===== config.mk =====
export PLATFORM = sky130hd
export DESIGN_NAME = lvds_tx_word_gen
export DESIGN_NICKNAME = d
export VERILOG_FILES = /design/src/rtl/lvds_tx_word_gen.sv
export SDC_FILE = /design/constraint.sdc
export NUM_CORES = 1
export LEC_CHECK = 0
export ABC_AREA = 1
export CORE_ASPECT_RATIO = 0.8
export CORE_MARGIN = 5
export CORE_UTILIZATION = 49
export CTS_BUF_LIST = sky130_fd_sc_hd__clkbuf_8
export CTS_CLUSTER_DIAMETER = 200
export DETAILED_ROUTE_END_ITERATION = 16
export MAX_ROUTING_LAYER = met4
export PLACE_DENSITY = 0.86
export SYNTH_ARGS = -nofsm -noshare
export SYNTH_HDL_FRONTEND = slang
export SYNTH_SLANG_ARGS = --single-unit

===== constraint.sdc =====
create_clock -name clk -period 1.5 [get_ports clk]
set_clock_uncertainty 0.05 [all_clocks]
set_input_delay 0.375 -clock clk [delete_from_list [all_inputs] [get_ports clk]]
set_output_delay 0.375 -clock clk [all_outputs]
set_load 0.05 [all_outputs]

===== src/rtl/lvds_tx_word_gen.sv =====
// Parallel word source for the LVDS serializer: training burst after reset, then SYNC/payload/EOF framing.
// Optional PRBS7 idle fill when LVDS_TX_WORD_GEN_PRBS_EN is defined.
module lvds_tx_word_gen #(
    parameter int unsigned               DATA_WIDTH    = 10,
    parameter int unsigned               TRAIN_WORDS   = 64,
    parameter logic [DATA_WIDTH-1:0]     TRAIN_PATTERN = 10'h3E0,
    parameter logic [DATA_WIDTH-1:0]     SYNC_WORD     = 10'h17C,
    parameter logic [DATA_WIDTH-1:0]     EOF_WORD      = 10'h283,
    parameter logic [DATA_WIDTH-1:0]     IDLE_WORD     = 10'h2AA
) (
    input  logic                  clk,
    input  logic                  reset,
    input  logic                  train_req,
    input  logic [DATA_WIDTH-1:0] s_data,
    input  logic                  s_valid,
    input  logic                  s_last,
    output logic                  s_ready,
    output logic [DATA_WIDTH-1:0] tx_data,
    output logic                  train_done,
    output logic                  underrun
);

    localparam int unsigned      CNT_W    = (TRAIN_WORDS > 1) ? $clog2(TRAIN_WORDS) : 1;
    localparam logic [CNT_W-1:0] CNT_LAST = CNT_W'(TRAIN_WORDS - 1);

    typedef enum logic [2:0] {
        ST_TRAIN,
        ST_IDLE,
        ST_SOF,
        ST_DATA,
        ST_EOF
    } state_t;

    state_t                  state_q, state_d;
    logic [CNT_W-1:0]        cnt_q, cnt_d;
    logic [DATA_WIDTH-1:0]   tx_data_q, tx_data_d;
    logic                    train_done_q, train_done_d;
    logic                    underrun_q, underrun_d;
    logic                    pend_q, pend_d;
    logic [DATA_WIDTH-1:0]   word_sel;
    logic                    fill_sel;
    logic [DATA_WIDTH-1:0]   fill_word;

`ifdef LVDS_TX_WORD_GEN_PRBS_EN
    logic [6:0]              prbs_q, prbs_d, prbs_adv;
    logic [DATA_WIDTH-1:0]   prbs_word;

    // PRBS7 (x^7+x^6+1), DATA_WIDTH steps per word, first bit in the MSB
    always_comb begin
        prbs_adv  = prbs_q;
        prbs_word = '0;
        for (int i = 0; i < DATA_WIDTH; i++) begin
            prbs_word[DATA_WIDTH-1-i] = prbs_adv[6] ^ prbs_adv[5];
            prbs_adv                  = {prbs_adv[5:0], prbs_adv[6] ^ prbs_adv[5]};
        end
    end

    assign fill_word = prbs_word;
    assign prbs_d    = fill_sel ? prbs_adv : prbs_q;
`else
    assign fill_word = IDLE_WORD;
`endif

    // Next-state and next-word logic; the framing words trail the state by one cycle
    always_comb begin
        state_d    = state_q;
        cnt_d      = cnt_q;
        pend_d     = pend_q;
        underrun_d = 1'b0;
        fill_sel   = 1'b0;
        word_sel   = IDLE_WORD;

        unique case (state_q)
            ST_TRAIN: begin
                word_sel = TRAIN_PATTERN;
                if (train_req) begin
                    cnt_d = '0;
                end else if (cnt_q == CNT_LAST) begin
                    state_d  = ST_IDLE;
                    fill_sel = 1'b1;
                end else begin
                    cnt_d = cnt_q + 1'b1;
                end
            end
            ST_IDLE: begin
                if (pend_q || train_req) begin
                    state_d  = ST_TRAIN;
                    cnt_d    = '0;
                    pend_d   = 1'b0;
                    word_sel = TRAIN_PATTERN;
                end else begin
                    fill_sel = 1'b1;
                    if (s_valid) begin
                        state_d = ST_SOF;
                    end
                end
            end
            ST_SOF: begin
                word_sel = SYNC_WORD;
                state_d  = ST_DATA;
                pend_d   = pend_q | train_req;
            end
            ST_DATA: begin
                pend_d = pend_q | train_req;
                if (s_valid) begin
                    word_sel = s_data;
                    if (s_last) begin
                        state_d = ST_EOF;
                    end
                end else begin
                    fill_sel   = 1'b1;
                    underrun_d = 1'b1;
                end
            end
            ST_EOF: begin
                word_sel = EOF_WORD;
                state_d  = ST_IDLE;
                pend_d   = pend_q | train_req;
            end
            default: begin
                state_d = ST_TRAIN;
                cnt_d   = '0;
            end
        endcase

        tx_data_d    = fill_sel ? fill_word : word_sel;
        train_done_d = (state_d != ST_TRAIN);
    end

    always_ff @(posedge clk or posedge reset) begin
        if (reset) begin
            state_q      <= ST_TRAIN;
            cnt_q        <= '0;
            tx_data_q    <= TRAIN_PATTERN;
            train_done_q <= 1'b0;
            underrun_q   <= 1'b0;
            pend_q       <= 1'b0;
`ifdef LVDS_TX_WORD_GEN_PRBS_EN
            prbs_q       <= 7'h7F;
`endif
        end else begin
            state_q      <= state_d;
            cnt_q        <= cnt_d;
            tx_data_q    <= tx_data_d;
            train_done_q <= train_done_d;
            underrun_q   <= underrun_d;
            pend_q       <= pend_d;
`ifdef LVDS_TX_WORD_GEN_PRBS_EN
            prbs_q       <= prbs_d;
`endif
        end
    end

    assign s_ready    = (state_q == ST_DATA);
    assign tx_data    = tx_data_q;
    assign train_done = train_done_q;
    assign underrun   = underrun_q;

endmodule


**After elaboration in Yosys (flattened, before gate mapping)**

Cells that the tools add are included.

- Flip-flop bits (word level): 22
- Output and inout port bits: 13
- Word-level logic and storage cells: 46

- Add/subtract/negate cells: 1
- Equality and inequality tests: 7
- Mux-type cells: 23
- Bitwise logic cells: 2
- Reduce and logical (&&, ||, !) cells: 7

Operator list:

| operator | count |
|---|---|
| 10-bit case mux with 5 select lines | 1 |
| 10-bit 2-to-1 mux | 2 |
| 3-bit 2-to-1 mux | 6 |
| 6-bit 2-to-1 mux | 3 |
| 6-bit case mux with 3 select lines | 1 |
| 3-bit case mux with 5 select lines | 1 |
| 9-bit 2-to-1 mux | 1 |
| 6-bit by 1-bit adder with 6-bit output, second input constant | 1 |
| 3-bit by 2-bit == test with 1-bit output, second input constant | 2 |
| 6-bit == test, second input constant | 1 |
| 1-bit 2-to-1 mux | 6 |
| 3-bit by 1-bit == test with 1-bit output, second input constant | 1 |
| 3-bit == test, second input constant | 1 |
| 3-bit logical NOT | 1 |
| 3-bit inequality test, second input constant | 1 |
| 1-bit case mux with 3 select lines | 1 |
| 3-bit AND reduction | 1 |
| 3-bit nonzero test | 1 |
| 3-bit OR reduction | 1 |
| 2-bit inequality test, second input constant | 1 |
| 1-bit case mux with 2 select lines | 1 |
| 2-bit AND reduction | 1 |
| 2-bit nonzero test | 1 |
| 1-bit logical OR | 1 |
| other kinds (2) | 2 |

**Logic depth before layout (Yosys ltp)**

Gate-level depths: netlist (run 1).

- Depth after elaboration: 5
- Mapped depth: 9

**Least setup slack after synthesis (run 1)**

Ideal clock, no wire load.

- Path kind: reg-to-reg
- Start: register cnt_q[0]
- End: register tx_data_q[1] (netlist: tx_data[1])
- Setup time: 0.128 ns
- Data arrival time: 1.155 ns
- Path slack: 0.167 ns
- Cell stages (with the launch flop): 7
- Buffers on the path: 0
- Period minus slack after synthesis: 1.333 ns
- Cells stage by stage: dfrtp_1 ha_1 nand3_1 nor2_1 nand3_4 nand3_1 nand3b_1

- Longest elaborated chain between the ends: 5

Ends and longest elaborated chain:

| item | RTL line | text |
|---|---|---|
| from (decl) | 35 | `logic [CNT_W-1:0] cnt_q, cnt_d;` |
| from (signal assigned) | 143 | `cnt_q <= cnt_d;` |
| 6-bit == test | 78 | `end else if (cnt_q == CNT_LAST) begin` |
| 1-bit 2-to-1 mux | 78 |  |
| 1-bit 2-to-1 mux | 76 | `if (train_req) begin` |
| 1-bit case mux with 3 select lines | 73 | `unique case (state_q)` |
| 10-bit 2-to-1 mux | 126 | `tx_data_d = fill_sel ? fill_word : word_sel;` |
| via tx_data_d[1] | 36 | `logic [DATA_WIDTH-1:0] tx_data_q, tx_data_d;` |
| to (signal assigned) | 144 | `tx_data_q <= tx_data_d;` |
| to (decl) | 36 |  |

The timed path passes the listed nets, and every way through them passes these cells.
A chain may end at the register's enable or synchronous reset.

**Final worst setup path (run 1)**

- Start: register state_q[2]
- End: output port s_ready

- Longest elaborated chain between the ends: 1

Ends and longest elaborated chain:

| item | RTL line | text |
|---|---|---|
| from (decl) | 34 | `state_t state_q, state_d;` |
| from (signal assigned) | 142 | `state_q <= state_d;` |
| 3-bit by 2-bit == test with 1-bit output | 154 | `assign s_ready = (state_q == ST_DATA);` |
| to (decl) | 17 | `output logic s_ready,` |

Every way passes these cells.

==> results of run 1 <==
[worst max-delay path by stage]
stage,from,to,cells after the start
6_report,state_q[2]$_DFF_PP0_,s_ready,4
5_1_grt,state_q[2]$_DFF_PP0_,s_ready,4
4_1_cts,state_q[2]$_DFF_PP0_,s_ready,4
3_5_place_dp,train_req,tx_data[3]$_DFF_PP0_,6
3_3_place_gp,train_req,tx_data[1]$_DFF_PP0_,5
2_1_floorplan,cnt_q[0]$_DFFE_PP0P_,tx_data[1]$_DFF_PP0_,6
[flip-flops by register name, summed over array words and instances, names as in the netlist]
name / cells
cnt_q: 6
pend_q: 1
state_q: 3
train_done: 1
tx_data: 10
underrun: 1
[cells by family (layout without fill, tap and decap cells)]
kind of cell,Yosys count,after routing,synth area share (%)
AOI/OAI and AO/OA,15,15,8.15
adders and majority gates,1,1,1.16
DFF,22,22,51.8
and+or+nand+nor,71,72,31.9
buffers and inverters,17,69,6.17
xor gates and xnor gates,1,1,0.815
[area by class of cell]
class	instances	area [um2]	share of cell area, %
timing repair buffer	48	558	31.5
inverter	17	66.3	3.75
multi-input combinational	89	502	28.3
tap	25	31.3	1.77
sequential	22	558	31.5
clock buffer	4	55.1	3.11
[power groups by stage]
stage                     registers (mW)  logic, mW  clock network, mW
after CTS                          0.926       1.63              0.425
after detailed placement           0.943       1.56                  0
final                              0.926       1.82              0.414
after global routing               0.949       1.92              0.455
after global placement             0.938       1.53                  0
after floorplan                     1.26      0.489                  0
[metrics by stage]
stage	util (%)	power, mW	TNS [ns]	cell area (um2)
floorplan	-	1.75	0	1070
global placement	74.6	2.47	-1.02	1580
detailed placement	74.6	2.50	-1.26	1580
CTS	79.4	2.98	-0.0356	1680
global route	83.5	3.32	-0.535	1770
finish	83.5	3.16	-0.0602	1770
[repair_timing]
action / CTS / global route
setup endpoints to repair: 3 / 12
setup buffers: 5 / 6
gates cloned: 0 / 1
pin swaps: 0 / 2
resized for setup: 3 / 7
[layer usage]
metal | track usage [%] | vias to the layer above | part of all wire [%]
met5 | - | - | 0
met4 | 7.42 | 0 | 4.6
met3 | 5.83 | 18 | 7.4
met2 | 32.4 | 68 | 50
met1 | 22.0 | 508 | 38
li1 | - | 510 | -
[placed cells by master (no fill, tap or decap)]
| master | synthesis | final |
|---|---|---|
| a21oi_1 | 3 | 3 |
| o21bai_1 | 1 | 1 |
| nand2_2 | 3 | 3 |
| clkdlybuf4s50_1 | 0 | 14 |
| nor3_1 | 1 | 1 |
| dfrtp_2 | 0 | 1 |
| inv_2 | 3 | 3 |
| nand3_2 | 1 | 3 |
| nor2_2 | 2 | 1 |
| buf_12 | 0 | 13 |
| ha_2 | 0 | 1 |
| clkbuf_8 | 0 | 4 |
| inv_1 | 13 | 13 |
| nand3_4 | 2 | 3 |
| nand4_1 | 3 | 3 |
| nor2_4 | 1 | 4 |
| nand3b_1 | 1 | 1 |
| o21a_1 | 1 | 1 |
| o21ai_2 | 1 | 1 |
| buf_4 | 0 | 21 |
| nand2_1 | 30 | 30 |
| inv_4 | 1 | 1 |
| nand3_1 | 6 | 4 |
| o211ai_1 | 1 | 1 |
| o22ai_1 | 1 | 1 |
| xor2_1 | 1 | 1 |
| o21ai_1 | 3 | 3 |
| dfstp_2 | 5 | 5 |
| nor2_1 | 20 | 18 |
| or2_2 | 1 | 1 |
| dfrtp_1 | 17 | 16 |
| o21ai_0 | 4 | 4 |
[critical path: stages (launching register included)]
cell	delay (ns)
dfrtp_2	0.44
nor2_4	0.13
nand2_2	0.08
inv_4	0.07
buf_12	0.13
==> flow_summary.json, run 1 <==
{
  "grt_pass1_vias": 1023,
  "clock_insertion_delay_worst_skew_ns": 0.26,
  "ff2ff_path_depth": 9,
  "hold_violations": 0,
  "syn_avg_cell_area_um2": 8.46,
  "power_leakage_nw": 0.875,
  "required_ns": 1.07,
  "clkSinkCount": 22,
  "synth_cell_area_um2": 1070,
  "placedCellCount": 189,
  "max_clock_freq_mhz": 649,
  "drt_pass1_iterations": 4,
  "synth_ff_type": "dfrtp_1",
  "outcome": "complete, but fails checks",
  "synth-async-reset-ratio_pct": 100,
  "wl_per_cell_um": 15.5,
  "peakVddDrop_v": 0.00165,
  "effective_utilization_at_floorplan_pct": 50.7,
  "floorplan.die.width_um": 62.4,
  "final.setup.worst_slack_ns": -0.0408,
  "post_synth_inst_count": 127,
  "drive_gt1_share_pct": 36.1,
  "cts_buffer_count": 3,
  "core_area_um2": 2120,
  "unrepaired_setup_endpoints_after_global_routing": "yes",
  "layout-area-overhead-vs-synth_pct": 64.7,
  "cap_violations": 0,
  "tightest_slew_ns": 0.312,
  "finalHoldWorstSlack_ns": 0.382,
  "ff2ff_setup_slack_ns": 0.01,
  "layout.nets": 197,
  "drt.antenna.violating_nets": 0,
  "most_area_consuming_cells_after_synthesis": "dfrtp_1 40%, dfstp_2 12%, nand2_1 10%, nor2_1 7.0%, inv_1 4.5%",
  "synth_enable_flop_cells": 0,
  "crit_path_max_fanout": 2,
  "post_synth_top_area_share_pct": 39.6,
  "post_layout_nonfiller_instances": 205,
  "cts_tree": "built",
  "final_period_minus_worst_setup_slack_ns": 1.54,
  "floorplan.die.height_um": 51.9,
  "timing_worst_setup_path_type": "register to output port",
  "fill_cells": 109,
  "yosysSeqAreaShare_pct": 51.8,
  "pwr-share-seq_pct": 29.3,
  "ios": 28,
  "end_kind": "output port",
  "floorplan.die_area_um2": 3240,
  "yosysTopAreaCell": "dfrtp_1",
  "worst_setup_hold_path_clk_slew_ns": 0.07,
  "cp.arrival_ns": 1.12,
  "cts_buffer_depth": 2,
  "synth.top_cells.by_count": "30 x nand2_1, 20 x nor2_1, 17 x dfrtp_1, 13 x inv_1, 6 x nand3_1",
  "global_route.usage.total_pct": 19.3,
  "cts-root-buf": "clkbuf_8",
  "yosys_warnings": 0,
  "setup-violations-final": 3,
  "clock_network_fraction_of_design_power_pct": 13.1,
  "dp_worst_setup_slack_ns": -0.148,
  "estimated_wirelength_of_the_detail_placed_design_mm": 2.09,
  "post_cts_hold_buffer_count": 0,
  "postSynthRegisterBits": 22,
  "swShare_pct": 41.1,
  "vias": 1104,
  "powerDensity_nw_per_um2": 1780,
  "routabilityCongestion": 0.919,
  "globalRouteOverflowTotal": 0,
  "antenna_violations_before_repair": 0,
  "power_report.internal_total_mw": 1.86,
  "rows": 15,
  "drt_iter0_drc": 62,
  "timing.hold.worst.class": "input port to async pin",
  "synth.lib_cells_used.distinct": 27,
  "insertedDiodeCount": 0,
  "net_count_after_synthesis": 143,
  "regToRegStartpoint": "state_q[0]$_DFF_PP0_",
  "cts_max_level": 1,
  "synth.most_common_cell": "nand2_1",
  "grt_first_pass_wirelength_mm": 4.65,
  "start_kind": "register",
  "grt_max_degree": 23,
  "max-slew-margin-rel_pct": 79.0,
  "numPortBuffers": 27,
  "maxSlewViolCount": 0,
  "endpoint_of_the_worst_slack_reg_to_reg_timing_path": "cnt_q[2]$_DFFE_PP0P_",
  "postRouteWirelength_mm": 3.17,
  "net-switching-power_mw": 1.30,
  "final_period_util_pct": 103,
  "violations": "setup timing",
  "drc_errors": 0,
  "power.combinational.fraction_pct": 57.6,
  "viasPerCell": 5.39
}
Note: power is estimated with default switching activity, not from simulation.
==> run 2, diff against run 1 <==
--- a/config.mk
+++ b/config.mk
@@ -8,12 +8,13 @@
 export ABC_AREA = 1
 export CORE_ASPECT_RATIO = 0.8
 export CORE_MARGIN = 5
-export CORE_UTILIZATION = 49
+export CORE_UTILIZATION = 30
 export CTS_BUF_LIST = sky130_fd_sc_hd__clkbuf_8
 export CTS_CLUSTER_DIAMETER = 200
 export DETAILED_ROUTE_END_ITERATION = 16
+export HOLD_SLACK_MARGIN = 0.06
 export MAX_ROUTING_LAYER = met4
-export PLACE_DENSITY = 0.86
+export PLACE_DENSITY = 0.6
 export SYNTH_ARGS = -nofsm -noshare
 export SYNTH_HDL_FRONTEND = slang
 export SYNTH_SLANG_ARGS = --single-unit
==> flow_summary.json, run 2 (synthesized netlist as in run 1, its figures left out) <==
{
  "estimated_wirelength_of_the_detail_placed_design_mm": 1.99,
  "cts_tree": "built",
  "timing.hold.worst.class": "input port to async pin",
  "globalRouteOverflowTotal": 0,
  "postRouteWirelength_mm": 2.68,
  "cts_buffer_depth": 2,
  "clock_network_fraction_of_design_power_pct": 11.9,
  "cts_max_level": 1,
  "effective_utilization_at_floorplan_pct": 31.2,
  "wl_per_cell_um": 12.5,
  "layout_commonest_cell": "nand2_1",
  "hold_violations": 0,
  "grt_pass1_vias": 993,
  "pwr-share-seq_pct": 30.9,
  "regToRegStartpoint": "state_q[0]$_DFF_PP0_",
  "layout-area-overhead-vs-synth_pct": 58.8,
  "swShare_pct": 41.9,
  "clkSinkCount": 22,
  "finalInstanceArea_um2": 1710,
  "peakVddDrop_v": 0.000659,
  "rows": 19,
  "final_period_util_pct": 101,
  "end_kind": "output port",
  "startpoint": "state_q[0]$_DFF_PP0_",
  "floorplan.die.height_um": 63.5,
  "insertedDiodeCount": 0,
  "ios": 28,
  "drive_gt1_share_pct": 31.4,
  "layout.nets": 189,
  "viasPerCell": 4.65,
  "finalHoldWorstSlack_ns": 0.400,
  "timing.critical_path.buf_inv": 3,
  "cts-root-buf": "clkbuf_8",
  "finalSetupTns_ns": -0.0165,
  "path_delay_family": "flip-flops",
  "powerDensity_nw_per_um2": 1750,
  "critical_path.slowest_cell": "dfrtp_1",
  "grt_max_degree": 23,
  "drt_pass1_iterations": 4,
  "global_route.usage.total_pct": 11.3,
  "final_cell_mix": "28 x nand2_1, 19 x nor2_1, 16 x dfrtp_1, 14 x inv_1, 14 x clkdlybuf4s50_1",
  "drc_errors": 0,
  "largest_register_ffs": 10,
  "timing_worst_setup_path_type": "register to output port",
  "final_period_minus_worst_setup_slack_ns": 1.52,
  "cts_buffer_count": 3,
  "unrepaired_setup_endpoints_after_global_routing": "yes",
  "outcome": "complete, but fails checks",
  "power.combinational.fraction_pct": 57.2,
  "net-switching-power_mw": 1.25,
  "placement.cell_area_um2": 1590,
  "max-slew-margin-rel_pct": 81.0,
  "numPortBuffers": 27,
  "floorplan.die_area_um2": 4890,
  "cpPeakStageDelay_ns": 0.37,
  "worst_setup_hold_path_clk_slew_ns": 0.08,
  "dp_worst_setup_slack_ns": -0.193,
  "clock_insertion_delay_worst_skew_ns": 0.25,
  "cp.arrival_ns": 1.09,
  "cap_violations": 0,
  "violations": "setup timing",
  "max_clock_freq_mhz": 659,
  "power_leakage_nw": 0.833,
  "vias": 995,
  "power_report.internal_total_mw": 1.73,
  "drt.antenna.violating_nets": 0,
  "grt_first_pass_wirelength_mm": 4.33,
  "start_kind": "register",
  "setup-violations-final": 1,
  "floorplan.die.width_um": 76.9,
  "post_cts_hold_buffer_count": 0,
  "critical_path.cell_chain": "inv_2 > nor2_4 > nand2_2 > inv_4 > buf_12",
  "maxSlewViolCount": 0,
  "fill_cells": 322,
  "routabilityCongestion": 0.903,
  "report.power.total_mw": 2.98,
  "crit_path_max_fanout": 5,
  "required_ns": 1.07,
  "final.setup.worst_slack_ns": -0.0165,
  "antenna_violations_before_repair": 0,
  "core_area_um2": 3450,
  "drt_iter0_drc": 42,
  "tightest_slew_ns": 0.286
}
==> run 2: changes by cell type in the layout (fill, tap and decap cells not counted) <==
cell      delta
clkbuf_8     -1
nand3_2      -2
ha_1         +1
nor2_1       +1
nand2_2      +2
nand3_1      +2
buf_4        -8
ha_2         -1
nand2_1      -2
nor2_4       -1
inv_1        +1
==> run 2: metal layers <==
metal / GRT usage (%) / part of all wire (%) / up-vias
met5: - / 0 / -
met4: 5.24 / 1.6 / 0
li1: - / - / 497
met3: 2.28 / 4.6 / 8
met1: 13.2 / 44 / 458
met2: 18.6 / 50 / 32
==> run 2: worst min-delay path, cell delays in order <==
cell,delay (ns)
clkdlybuf4s50_1,0.40
inv_1,0.05
buf_4,0.28
==> run 2: power by group through the flow <==
stage / Sequential [mW] / Combinational, mW / Clock, mW
2_1_floorplan: 1.26 / 0.489 / 0
3_3_place_gp: 0.940 / 1.54 / 0
3_5_place_dp: 0.941 / 1.56 / 0
4_1_cts: 0.921 / 1.62 / 0.374
5_1_grt: 0.941 / 1.82 / 0.400
6_report: 0.923 / 1.71 / 0.354
==> run 2: worst paths after layout <==
kind	end	slack, ns	cells past startpoint
max	s_ready	-0.02	5
min in group clk	cnt_q[5]$_DFFE_PP0P_	0.46	2
min	tx_data[2]$_DFF_PP0_	0.40	3
min reg2reg	cnt_q[5]$_DFFE_PP0P_	0.46	2
max reg2reg	train_done$_DFF_PP0_	0.02	8
max in group asynchronous	tx_data[7]$_DFF_PP1_	0.71	3
==> run 2: timing repair <==
action	4_1_cts	5_1_grt
gates resized for setup	2	5
endpoints found under the setup margin	1	9
setup buffers	4	1
pin swaps	0	1
cloned	0	1
==> run 2: layout make-up <==
cell class	count	area, um2	area share (%)
sequential	22	558	32.7
timing repair buffer	40	498	29.2
tap	42	52.6	3.08
clock inverter	1	3.75	0.220
inverter	17	66.3	3.89
clock buffer	3	41.3	2.42
multi-input combinational	89	487	28.5
==> run 2: stage by stage <==
stage	std cells	util, %
2_1_floorplan	127	-
3_3_place_gp	204	46.1
3_5_place_dp	204	46.1
4_1_cts	212	48.4
5_1_grt	214	49.5
6_report	214	49.5
